===== src/rtl/stream_mux_rr.sv =====
// N-to-1 registered stream multiplexer with fixed-select or round-robin
// arbitration. A one-entry output register holds each accepted beat and
// tags it with the index of the channel it came from.
module stream_mux_rr #(
    parameter int unsigned WIDTH = 32,
    parameter int unsigned N     = 4,
    parameter int unsigned SELW  = 2
) (
    input  logic                 clk,
    input  logic                 rst_n,
    input  logic                 mode,
    input  logic [SELW-1:0]      sel,
    input  logic [N-1:0]         in_valid,
    input  logic [N*WIDTH-1:0]   in_data,
    output logic [N-1:0]         in_ready,
    output logic                 out_valid,
    output logic [WIDTH-1:0]     out_data,
    output logic [SELW-1:0]      out_src,
    input  logic                 out_ready
);

    localparam int unsigned LAST = N - 1;

    logic                 out_valid_q, out_valid_d;
    logic [WIDTH-1:0]     out_data_q,  out_data_d;
    logic [SELW-1:0]      out_src_q,   out_src_d;
    logic [SELW-1:0]      rr_ptr_q,    rr_ptr_d;

    logic                 load_en;
    logic                 gnt_found;
    logic [SELW-1:0]      gnt_idx;
    logic [SELW-1:0]      cand;
    int unsigned          pos;
    logic [WIDTH-1:0]     ch_data [N];

    // Split the flat input bus into one word per channel.
    for (genvar gi = 0; gi < N; gi++) begin : g_ch
        assign ch_data[gi] = in_data[gi*WIDTH +: WIDTH];
    end

    // Grant: explicit select in FIXED mode, first valid from rr_ptr in RR mode.
    always_comb begin
        gnt_found = 1'b0;
        gnt_idx   = '0;
        cand      = '0;
        pos       = 0;
        if (mode) begin
            for (int unsigned k = 0; k < N; k++) begin
                pos = 32'(rr_ptr_q) + k;
                if (pos >= N) begin
                    pos = pos - N;
                end
                cand = SELW'(pos);
                if (!gnt_found && in_valid[cand]) begin
                    gnt_found = 1'b1;
                    gnt_idx   = cand;
                end
            end
        end else if ((32'(sel) < N) && in_valid[sel]) begin
            gnt_found = 1'b1;
            gnt_idx   = sel;
        end
    end

    // Handshake and next-state: load on grant, drain when empty-handed, hold on stall.
    // in_ready is masked during reset so no source sees a beat accepted that reset drops.
    always_comb begin
        load_en     = ~out_valid_q | out_ready;
        in_ready    = '0;
        out_valid_d = out_valid_q;
        out_data_d  = out_data_q;
        out_src_d   = out_src_q;
        rr_ptr_d    = rr_ptr_q;
        if (rst_n && load_en && gnt_found) begin
            in_ready[gnt_idx] = 1'b1;
        end
        if (load_en) begin
            if (gnt_found) begin
                out_valid_d = 1'b1;
                out_data_d  = ch_data[gnt_idx];
                out_src_d   = gnt_idx;
                if (mode) begin
                    rr_ptr_d = (32'(gnt_idx) == LAST) ? '0 : SELW'(32'(gnt_idx) + 1);
                end
            end else begin
                out_valid_d = 1'b0;
            end
        end
    end

    // State registers with synchronous active-low reset.
    always_ff @(posedge clk) begin
        if (!rst_n) begin
            out_valid_q <= 1'b0;
            out_data_q  <= '0;
            out_src_q   <= '0;
            rr_ptr_q    <= '0;
        end else begin
            out_valid_q <= out_valid_d;
            out_data_q  <= out_data_d;
            out_src_q   <= out_src_d;
            rr_ptr_q    <= rr_ptr_d;
        end
    end

    assign out_valid = out_valid_q;
    assign out_data  = out_data_q;
    assign out_src   = out_src_q;

endmodule


===== config.mk =====
export PLATFORM = sky130hd
export DESIGN_NAME = stream_mux_rr
export DESIGN_NICKNAME = d
export VERILOG_FILES = /design/src/rtl/stream_mux_rr.sv
export SDC_FILE = /design/constraint.sdc
export NUM_CORES = 1
export LEC_CHECK = 0
export CAP_MARGIN = 20
export CORE_ASPECT_RATIO = 1.4
export CORE_MARGIN = 3
export CORE_UTILIZATION = 38
export CTS_BUF_LIST = sky130_fd_sc_hd__clkbuf_16
export CTS_CLUSTER_DIAMETER = 100
export CTS_CLUSTER_SIZE = 20
export DETAILED_ROUTE_END_ITERATION = 8
export GPL_ROUTABILITY_DRIVEN = 0
export PLACE_DENSITY_LB_ADDON = 0.2
export SYNTH_ARGS = -nofsm -noshare
export SYNTH_HDL_FRONTEND = slang
export SYNTH_SLANG_ARGS = --single-unit

===== constraint.sdc =====
create_clock -name clk -period 4.3 [get_ports clk]
set_input_delay 0.43 -clock clk [delete_from_list [all_inputs] [get_ports clk]]
set_output_delay 0.43 -clock clk [all_outputs]
set_load 0.005 [all_outputs]

Word level (Yosys, flattened, before mapping)

Index checks and enable logic that the tools add are counted.

Register bits: 37
Bits of input ports: 138

$add $sub $neg: 8
Magnitude comparators: 12
Eq/ne operators: 1
Muxes and demuxes: 41
Bitwise logic cells: 3
Reduce and logical (&&, ||, !) cells: 11

Operators by type and width:

| kind                                                | number |
|---|---|
| binary-select mux 32 bit (select 2 bit)             | 1 |
| 2-to-1 mux 32 bit                                   | 2 |
| 2-to-1 mux 2 bit                                    | 15 |
| < comparator 2 x 3 -> 1 bit, second input constant  | 6 |
| 2-to-1 mux 1 bit                                    | 16 |
| >= comparator 3 bit, second input constant          | 4 |
| binary-select mux 1 bit (select 2 bit)              | 5 |
| subtractor 2 x 1 -> 2 bit, second input constant    | 4 |
| adder 2 x 2 -> 3 bit, second input constant         | 2 |
| logical AND 1 bit                                   | 6 |
| 2-to-1 mux 4 bit                                    | 1 |
| adder 2 x 1 -> 3 bit, second input constant         | 1 |
| >= comparator 2 x 3 -> 1 bit, second input constant | 1 |
| logical NOT 1 bit                                   | 3 |
| inverter 2 -> 3 bit                                 | 1 |
| AND reduction 3 bit                                 | 1 |
| adder 2 x 1 -> 2 bit, second input constant         | 1 |
| demux 1 bit (select 2 bit)                          | 1 |
| == test 2 bit, second input constant                | 1 |
| >= comparator 2 x 1 -> 1 bit, second input constant | 1 |
| AND reduction 2 bit                                 | 1 |
| inverter 1 bit                                      | 1 |
| OR 1 bit                                            | 1 |

Logic depth before layout (Yosys ltp)

Gate-level depths: netlist (run 1).

Depth after elaboration: 24
Depth in mapped cells: 9
Depth with buffers taken out: 6

Worst setup path after synthesis (run 1)

No wires, ideal clock.

Kind: input port to output port
Start: input port sel[1]
End: output port in_ready[0]
Arrival time: 1.696 ns
Required time: 3.870 ns
Path slack: 2.174 ns
Cell stages on the path: 7
Path through: or2_2 -> o221ai_2 -> nand3_2 -> or2_1 -> buf_4 -> buf_6 -> nor2_1

Longest elaborated chain between the ends: 9
Elaborated cells on any way between the ends: 13

Ends and longest elaborated chain:

| item                                                                                              | RTL line | source |
|---|---|---|
| from (decl)                                                                                       | 12       | `input logic [SELW-1:0] sel,` |
| binary-select mux 1 bit (select 2 bit)                                                            | 59       | `end else if ((32'(sel) < N) && in_valid[sel]) begin` |
| 2-to-1 mux 1 bit (implied by the code)                                                            | 59       |  |
| 2-to-1 mux 2 bit                                                                                  | 59       |  |
| 2-to-1 mux 2 bit                                                                                  | 47       | `if (mode) begin` |
| < comparator 2 x 3 -> 1 bit (implied by the code) or >= comparator 2 x 1 -> 1 bit (tied branches) | 75       | `in_ready[gnt_idx] = 1'b1;` |
| logical AND 1 bit (implied by the code)                                                           | 75       |  |
| 2-to-1 mux 1 bit (implied by the code)                                                            | 75       |  |
| demux 1 bit (select 2 bit)                                                                        | 75       |  |
| 2-to-1 mux 4 bit *                                                                                | 74       | `if (rst_n && load_en && gnt_found) begin` |
| to (decl)                                                                                         | 15       | `output logic [N-1:0] in_ready,` |

Mark *: on every way between the ends. The rest lies on a longest branch, timed or not. The select of a mux whose other input is x is not followed.

Worst setup path after layout (run 1)

Start: input port in_valid[2]
End: output port in_ready[2]

Longest elaborated chain between the ends: 21
Elaborated cells on any way between the ends: 38

Ends and longest elaborated chain:

| item                                                                                              | RTL line | source |
|---|---|---|
| from (decl)                                                                                       | 13       | `input logic [N-1:0] in_valid,` |
| binary-select mux 1 bit (select 2 bit)                                                            | 54       | `if (!gnt_found && in_valid[cand]) begin` |
| 2-to-1 mux 1 bit (implied by the code)                                                            | 54       |  |
| 2-to-1 mux 1 bit                                                                                  | 54       |  |
| 2-to-1 mux 1 bit                                                                                  | 47       |  |
| logical NOT 1 bit                                                                                 | 54       |  |
| logical AND 1 bit                                                                                 | 54       |  |
| 2-to-1 mux 1 bit                                                                                  | 54       |  |
| 2-to-1 mux 1 bit                                                                                  | 47       |  |
| [5 not listed]                                                                                    | --       |  |
| logical AND 1 bit                                                                                 | 54       |  |
| 2-to-1 mux 2 bit                                                                                  | 54       |  |
| 2-to-1 mux 2 bit                                                                                  | 47       |  |
| < comparator 2 x 3 -> 1 bit (implied by the code) or >= comparator 2 x 1 -> 1 bit (tied branches) | 75       |  |
| logical AND 1 bit (implied by the code)                                                           | 75       |  |
| 2-to-1 mux 1 bit (implied by the code)                                                            | 75       |  |
| demux 1 bit (select 2 bit)                                                                        | 75       |  |
| 2-to-1 mux 4 bit *                                                                                | 74       |  |

Marked as above.

==> impl_metrics.yaml, run 1 <==
outcome:
  run_status: "completed"
logic_synthesis:
  postSynth.topFlopCell: "dfxtp_1"
  synthDominantAreaCellType: "dfxtp_1"
  asyncSetResetFlopFracSynth: 0
  synth_commonest_cells: "67 x mux2i_1, 37 x dfxtp_1, 35 x nand2_1"
  synth_top_cell_area_share: 0.301
  synth_cells: 235
  syn_nets: 374
  synth_warnings: 0
  synth_most_common_cell: "mux2i_1"
  synth-seq-area-share: 0.301
  synthTopCellsByArea: "dfxtp_1 30%, mux2i_1 27%, o221ai_2 18%"
  synth_area_per_cell_um2: 10.5
  synthDistinctLibCells: 27
  synth_enable_flop_cells: 0
  yosys_register_bits: 37
  synth_area_um2: 2460
cts:
  htree_num_levels: 2
  clkSinkCount: 37
  worst_setup_hold_path_clk_slew_ps: 60
  cts.path.max_buffers: 2
  insertion_delay_ps: 270
  post_cts_gate_resize_count: 0
  cts_buffers: 5
  cts_root_buffer: "clkbuf_16"
  tritoncts: "yes"
  post-cts-setup-buffer-count: 0
  cts-hold-fix-buffers: 0
detailed_routing:
  drt-wirelength-per-cell_um: 16.1
  drtAntennaViolNets: 0
  drt_drc_violations_left: 0
  detail_route.vias_per_cell: 5.13
  via_count: 2453
  initialDrtViolationCount: 55
  drt_first_pass_iters: 4
  routed_wl_mm: 7.70
flow_run:
  max_cap_viol_count: 0
floorplan:
  i_o_pins: 177
  initial_core_util: 0.393
  fp.dieArea_um2: 7480
  floorplan.die.width_um: 74.0
  core_um2: 6250
  floorplan.die.height_um: 101
  placement_rows: 34
place:
  post_dp_cell_area_um2: 4220
  io_buffer_count: 176
  hpwl_mm: 6.20
  numPlacedInstances: 470
grt:
  grt_pass1_vias: 2504
  grt_antenna_before_repair: 0
  grt_util_all_layers: 0.202
  grt_max_degree: 33
  grt_overflow_total: 0
  global_route_wire_length_before_repair_mm: 11.9
worst_hold_path:
  hold_class: "flip-flop to flip-flop"
  timing.hold.worst_path_depth: 2
power_and_ir_drop:
  worst_ir_drop_vdd_uv: 196
  static-leakage-power_nw: 1.58
  power.density_cell_area_nw_per_um2: 276
sta:
  final_max_slew_viol_count: 0
  worst_slew_margin_rel: 0.508
  setup_viol_count_final: 0
  timing.setup.tns_ps: 0
  timing.final.hold_violations: 0
  min_period_over_period: 0.771
  setup_repair_after_global_routing_missed_its_margin: "no"
  finalWorstPathRequiredPeriod_ps: 3310
  worst_slew_pin_slew_ps: 738
  worst_clock_skew_ps: 6.45
  fmax_mhz: 302
finish:
  layout-drive-gt1-share: 0.131
  layout_overhead_on_the_synthesized_area_pct: 77.6
  fin_nets: 544
  finalInstanceArea_um2: 4370
  layoutNonFillerInstCount: 478
  antenna-diode-count: 0
setup_path:
  arrival_ps: 2880
  rr_worst_depth: 6
  worst_setup_path_start_kind: "primary input"
  critPathRequiredTime_ps: 3870
  timing.critical_path.to_type: "output pin"
  timing.critical_path.fanout_max: 15
  critPathKind: "primary input to output pin"
[area by class of cell]
class	count	area, µm²
inverter	3	11.3
timing repair buffer	182	1810
sequential	37	741
tap	72	90.1
fill	493	1890
clock inverter	3	17.5
multi-input combinational	176	1580
clock buffer	5	125
[worst max-delay path, cell delays in order]
cell and delay, ps:
clkdlybuf4s50_1 620, mux2i_1 200, o221ai_2 350, nand3_2 130, or2_2 470, nor2b_1 170
clkdlybuf4s50_1 520
[routing by layer]
layer,track usage,wire length (µm),vias to the layer above
li1,-,-,1230
met1,0.226,2760,1120
met2,0.370,4150,95
met3,0.0487,647,8
met4,0.0614,135,0
met5,0,0,-
[report_power, final]
group	internal [mW]	switching, mW
Clock	0.212	0.136
Sequential	0.387	0.0228
Combinational	0.277	0.169
[stage by stage]
stage / utilization / total power, mW / hold slack [ps] / setup WS (ps)
after floorplan: - / 0.624 / 457 / 2170
after global placement: 0.675 / 0.862 / 443 / 1010
after detailed placement: 0.675 / 0.868 / 446 / 966
after CTS: 0.698 / 1.22 / 463 / 966
after global routing: 0.698 / 1.27 / 493 / 811
final: 0.698 / 1.20 / 461 / 985
[state kept, by name, indices dropped and copies added (netlist names)]
signal	count
out_src	2
out_data	32
rr_ptr_q	2
out_valid	1
[worst paths after layout]
path,start,end,slack (ps)
max,in_valid[2],in_ready[2],990
min,out_data[26]$_SDFFE_PN0P_,out_data[26]$_SDFFE_PN0P_,460
max reg2reg,rr_ptr_q[1]$_SDFFE_PN0P_,out_data[27]$_SDFFE_PN0P_,1900
min reg2reg,out_data[26]$_SDFFE_PN0P_,out_data[26]$_SDFFE_PN0P_,460
[kinds of logic after synthesis]
logic type | synth area share
AOI/OAI and AO/OA | 0.239
adders and majority gates | 0.00509
buffers and inverters | 0.0667
DFF | 0.301
muxes | 0.277
and+or+nand+nor | 0.111
[cell usage in the layout (no fill, tap or decap), types with 3 or more instances in the layout]
cell and count:
clkdlybuf4s50_1 176, dfxtp_1 37, nand2b_1 5, o221ai_2 30, o221ai_1 3, o21ai_0 3
inv_1 3, a21oi_1 5, mux2i_1 67, nor2b_1 3, nand2_1 35, clkbuf_16 5
buf_4 6, nor2_1 10
No activity file was read; power rests on OpenSTA's default activity.
==> run 2: changes to the inputs <==
Settings changed: CORE_UTILIZATION 38 to 32.
Clock period 4.3 ns to 2.9 ns, I/O delays scaled along.
==> run 2 against run 1 <==
Against the previous run:
- worst setup slack lost 810 ps
- final cell count grew 6.7%
- largest cell class unchanged
- highest routed layer unchanged
- largest power group unchanged
- non-clock buffer count grew 7
- critical endpoint unchanged
- sequential share of layout area shrank 0.37 points
==> impl_metrics.yaml, run 2 (synthesis results as in run 1) <==
grt:
  grt_overflow_total: 0
  grt_antenna_before_repair: 0
  grt_pass1_vias: 2469
  grt_max_degree: 35
  global_route_wire_length_before_repair_mm: 11.9
  grt_util_all_layers: 0.171
setup_path:
  critPathCapture: "in_ready[2]"
  timing.critical_path.to_type: "output pin"
  critPathRequiredTime_ps: 2610
  crit_chain: "clkdlybuf4s50_1 > o41ai_4 > o41ai_2 > or2_2 > nor2b_1 > clkdlybuf4s50_1"
  critPathKind: "primary input to output pin"
  r2r-start: "rr_ptr_q[1]$_SDFFE_PN0P_"
  ff2ff_setup_slack_ps: 850
  critical-path-top-cell-by-count: "clkdlybuf4s50_1"
  arrival_ps: 2440
  timing.critical_path.fanout_max: 5
  crit_path_top_delay_cell: "clkdlybuf4s50_1"
  reg2reg_to: "out_data[15]$_SDFFE_PN0P_"
  worst_setup_path_start_kind: "primary input"
  crit_path_max_incr_delay_ps: 530
  cp-startpoint: "in_valid[0]"
  rr_worst_depth: 7
power_and_ir_drop:
  power.share.clock: 0.285
  worst_ir_drop_vdd_uv: 233
  static-leakage-power_nw: 1.63
  finalPower_mw: 1.80
  power.density_cell_area_nw_per_um2: 403
  seq_power_share: 0.338
  p_sw_mw: 0.490
  internal_power_component_mw: 1.31
  switching_share: 0.272
  pwr-share-comb: 0.377
sta:
  setup_repair_after_global_routing_missed_its_margin: "no"
  worst_slew_margin_rel: 0.632
  worst_slew_pin_slew_ps: 552
  final_max_slew_viol_count: 0
  finalWorstPathRequiredPeriod_ps: 2730
  timing.setup.tns_ps: 0
  min_period_over_period: 0.941
  timing.final.hold_violations: 0
  worst_clock_skew_ps: 4.29
  setup_viol_count_final: 0
  fmax_mhz: 367
finish:
  total_area_of_multi_input_combinational_cells_um2: 1580
  largest_register_ffs: 32
  fin_nets: 551
  layout-drive-gt1-share: 0.140
  layoutNonFillerInstCount: 510
  layout.filler_cells: 655
  layout_overhead_on_the_synthesized_area_pct: 81.5
  antenna-diode-count: 0
  most-common-layout-cells: "174 x clkdlybuf4s50_1, 67 x mux2i_1, 37 x dfxtp_1"
  regArea_um2: 741
  layout.cells.most_common: "clkdlybuf4s50_1"
  finalInstanceArea_um2: 4460
cts:
  htree_num_levels: 2
  tritoncts: "yes"
  cts_root_buffer: "clkbuf_16"
  cts.path.max_buffers: 2
  insertion_delay_ps: 270
  cts_buffers: 5
  post-cts-setup-buffer-count: 0
  clkSinkCount: 37
  worst_setup_hold_path_clk_slew_ps: 60
detailed_routing:
  drt_drc_violations_left: 0
  routed_wl_mm: 7.79
  drt-wirelength-per-cell_um: 15.3
  via_count: 2472
  detail_route.vias_per_cell: 4.85
  initialDrtViolationCount: 64
  drtAntennaViolNets: 0
  drt_first_pass_iters: 4
place:
  io_buffer_count: 176
  numPlacedInstances: 502
  post_dp_cell_area_um2: 4320
  hpwl_mm: 6.29
worst_hold_path:
  hold_path.startpoint: "out_data[13]$_SDFFE_PN0P_"
  timing.hold.worst_path_depth: 2
  hold_class: "flip-flop to flip-flop"
floorplan:
  fp.dieArea_um2: 8790
  i_o_pins: 177
  floorplan.die.height_um: 110
  floorplan.die.width_um: 80.1
  core_um2: 7410
  placement_rows: 37
  initial_core_util: 0.332
outcome:
  run_status: "completed"
flow_run:
  max_cap_viol_count: 0
-- run 2: cell count changes in the layout (fill, tap and decap cells not counted), sizes merged --
| cell | before | now |
|---|---|---|
| clkdlybuf4s50 | 176 | 174 |
| clkinv | 2 | 3 |
| buf | 6 | 13 |
| dlymetal6s2s | 0 | 2 |
| clkinvlp | 1 | 0 |
-- run 2: how the worst min path moves through the flow --
stage	to	slack, ps
floorplan	out_data[26]$_SDFFE_PN0P_	460
global placement	out_data[7]$_SDFFE_PN0P_	440
detailed placement	out_data[0]$_SDFFE_PN0P_	450
CTS	out_data[27]$_SDFFE_PN0P_	470
global route	out_data[27]$_SDFFE_PN0P_	480
finish	out_data[13]$_SDFFE_PN0P_	460
-- run 2: per-stage QoR --
step | util | hold slack (ps) | setup WS (ps)
2_1_floorplan | - | 457 | 1050
5_1_grt | 0.603 | 479 | 20.4
3_5_place_dp | 0.583 | 451 | 130
3_3_place_gp | 0.583 | 445 | 183
4_1_cts | 0.602 | 466 | 129
6_report | 0.603 | 461 | 172
-- run 2: layout make-up --
| cell class | instances | share of cell area |
|---|---|---|
| clock buffer | 5 | 0.0280 |
| inverter | 3 | 0.00252 |
| timing repair buffer | 189 | 0.421 |
| clock inverter | 3 | 0.00280 |
| tap | 97 | 0.0272 |
| sequential | 37 | 0.166 |
| multi-input combinational | 176 | 0.353 |
-- run 2: critical path: cells and delay by family --
kind,cells,cell delay (ps)
AOI/OAI and AO/OA,2,600
and+or+nand+nor,2,490
buffers and inverters,2,1050
-- run 2: repair_timing --
action | in CTS | in global routing
hold buffers | 0 | 0
setup endpoints to repair | 0 | 1
resized for setup | 0 | 2
-- run 2: power groups by stage --
stage	Combinational (mW)	Sequential (mW)	Clock [mW]
after floorplan	0.303	0.622	0
after global placement	0.682	0.615	0
after detailed placement	0.688	0.618	0
after CTS	0.691	0.608	0.528
after global routing	0.731	0.616	0.552
final	0.678	0.608	0.513
-- run 2: metal layers --
layer / track usage / up-vias / share of wire
met5: 0 / - / 0
met4: 0.0604 / 0 / 0.019
met3: 0.0484 / 10 / 0.079
met2: 0.312 / 97 / 0.53
met1: 0.187 / 1124 / 0.38
li1: - / 1241 / -
==> run 3: changes to the inputs <==
Settings changed: CORE_MARGIN 3 to 4, SKIP_CTS_REPAIR_TIMING set to 1.
==> run 3 against run 2 <==
Against the previous run:
- maximum frequency up 0.37%
- sequential cell count unchanged
- sequential share of layout area barely moved
- power is essentially flat
- via count grew 0.81%
- clock-buffer cell count is the same
- first-iteration DRC count is 4.7% lower
- clock power hardly changed
- die area increased by 4.4%
- largest power group unchanged
- critical endpoint is now in_ready[0]
==> impl_metrics.yaml, run 3 (synthesis results as in run 1) <==
sta:
  fmax_mhz: 368
  worst_slew_pin_slew_ps: 557
  setup_viol_count_final: 0
  timing.final.hold_violations: 0
  worst_slew_margin_rel: 0.629
  setup_repair_after_global_routing_missed_its_margin: "no"
  min_period_over_period: 0.937
  worst_clock_skew_ps: 4.68
  final_max_slew_viol_count: 0
  timing.setup.tns_ps: 0
  finalWorstPathRequiredPeriod_ps: 2720
  hold_ws_ps: 462
power_and_ir_drop:
  power.density_cell_area_nw_per_um2: 404
  pwr-share-comb: 0.376
  power.share.clock: 0.286
  internal_power_component_mw: 1.31
  switching_share: 0.273
  seq_power_share: 0.338
  worst_ir_drop_vdd_uv: 256
  static-leakage-power_nw: 1.62
  p_sw_mw: 0.492
outcome:
  run_status: "completed"
setup_path:
  crit_chain: "clkdlybuf4s50_1 > mux2i_1 > o221ai_2 > nand3_2 > or2_2 > nor2_1 > clkdlybuf4s50_1"
  timing.critical_path.to_type: "output pin"
  crit_path_top_delay_cell: "clkdlybuf4s50_1"
  arrival_ps: 2430
  cp-startpoint: "in_valid[3]"
  crit_path_max_incr_delay_ps: 620
  reg2reg_to: "out_data[14]$_SDFFE_PN0P_"
  timing.critical_path.fanout_max: 6
  critPathKind: "primary input to output pin"
  critical-path-top-cell-by-count: "clkdlybuf4s50_1"
  r2r-start: "rr_ptr_q[1]$_SDFFE_PN0P_"
  critPathCapture: "in_ready[0]"
  worst_setup_path_start_kind: "primary input"
  critPathRequiredTime_ps: 2610
  ff2ff_setup_slack_ps: 750
  rr_worst_depth: 7
worst_hold_path:
  hold_class: "flip-flop to flip-flop"
  hold_path.startpoint: "out_data[5]$_SDFFE_PN0P_"
finish:
  layout.filler_cells: 664
  most-common-layout-cells: "176 x clkdlybuf4s50_1, 67 x mux2i_1, 37 x dfxtp_1"
  antenna-diode-count: 0
  fin_nets: 550
  total_area_of_multi_input_combinational_cells_um2: 1590
  layout.cells.most_common: "clkdlybuf4s50_1"
  regArea_um2: 741
  layout-drive-gt1-share: 0.141
  largest_register_ffs: 32
  layout_overhead_on_the_synthesized_area_pct: 81.0
grt:
  grtUsageMet1: 0.178
  grt_overflow_total: 0
  grt_util_all_layers: 0.169
  top_usage_layer: "met2"
  global_route.usage.met3: 0.0445
  grt_antenna_before_repair: 0
  grt_max_degree: 33
  global_route_wire_length_before_repair_mm: 12.1
  grt_pass1_vias: 2466
  grt.met2_usage: 0.322
floorplan:
  i_o_pins: 177
  floorplan.die.width_um: 82.1
  placement_rows: 37
  initial_core_util: 0.332
  fp.dieArea_um2: 9170
  floorplan.die.height_um: 112
  core_um2: 7410
detailed_routing:
  initialDrtViolationCount: 61
  drtAntennaViolNets: 0
  drt-wirelength-per-cell_um: 16.0
  drt_drc_violations_left: 0
  detail_route.vias_per_cell: 4.90
  routed_wl_mm: 8.13
  via_count: 2492
  drt_first_pass_iters: 4
flow_run:
  max_cap_viol_count: 0
cts:
  cts_root_buffer: "clkbuf_16"
  cts.path.max_buffers: 2
  htree_num_levels: 2
  worst_setup_hold_path_clk_slew_ps: 50
  clkSinkCount: 37
  cts_buffers: 5
  insertion_delay_ps: 270
  tritoncts: "yes"
place:
  hpwl_mm: 6.56
  io_buffer_count: 176
## run 3: critical path, delay by kind of cell
family	cells	cell delay (ps)
buffers and inverters	2	1150
and+or+nand+nor	3	550
AOI/OAI and AO/OA	1	240
muxes	1	200
## run 3: metal layers
metal / vias to the layer above / wire (µm)
li1: 1238 / -
met1: 1153 / 2960
met2: 96 / 4390
met3: 5 / 710
met4: 0 / 75
met5: - / 0
## run 3: cell type report
| class | instances | share of cell area |
|---|---|---|
| timing repair buffer | 188 | 0.416 |
| sequential | 37 | 0.166 |
| tap | 97 | 0.0273 |
| inverter | 3 | 0.00253 |
| clock buffer | 5 | 0.0281 |
| multi-input combinational | 176 | 0.356 |
| clock inverter | 3 | 0.00309 |
## run 3: worst min path at each step
| stage | end | slack, ps | depth (start not counted) |
|---|---|---|---|
| after floorplan | out_data[26]$_SDFFE_PN0P_ | 460 | 2 |
| after global placement | out_data[28]$_SDFFE_PN0P_ | 440 | 2 |
| after detailed placement | out_data[18]$_SDFFE_PN0P_ | 450 | 2 |
| after CTS | out_data[1]$_SDFFE_PN0P_ | 470 | 2 |
| after global routing | out_data[24]$_SDFFE_PN0P_ | 480 | 2 |
| final | out_data[5]$_SDFFE_PN0P_ | 460 | 2 |
## run 3: per-stage QoR
step	power [mW]	util	std cells	setup slack [ps]	instance area, µm²
6_report	1.80	0.601	509	182	4450
5_1_grt	1.90	0.601	509	60.4	4450
4_1_cts	1.83	0.598	508	126	4430
3_5_place_dp	1.30	0.580	500	138	4290
3_3_place_gp	1.29	0.580	500	168	4290
2_1_floorplan	0.925	-	235	1050	2460
## run 3: power by group through the flow
stage	clock network (mW)	registers (mW)	logic (mW)
final	0.515	0.608	0.676
after global routing	0.553	0.616	0.731
after CTS	0.536	0.609	0.685
after detailed placement	0	0.619	0.683
after global placement	0	0.616	0.677
after floorplan	0	0.622	0.303
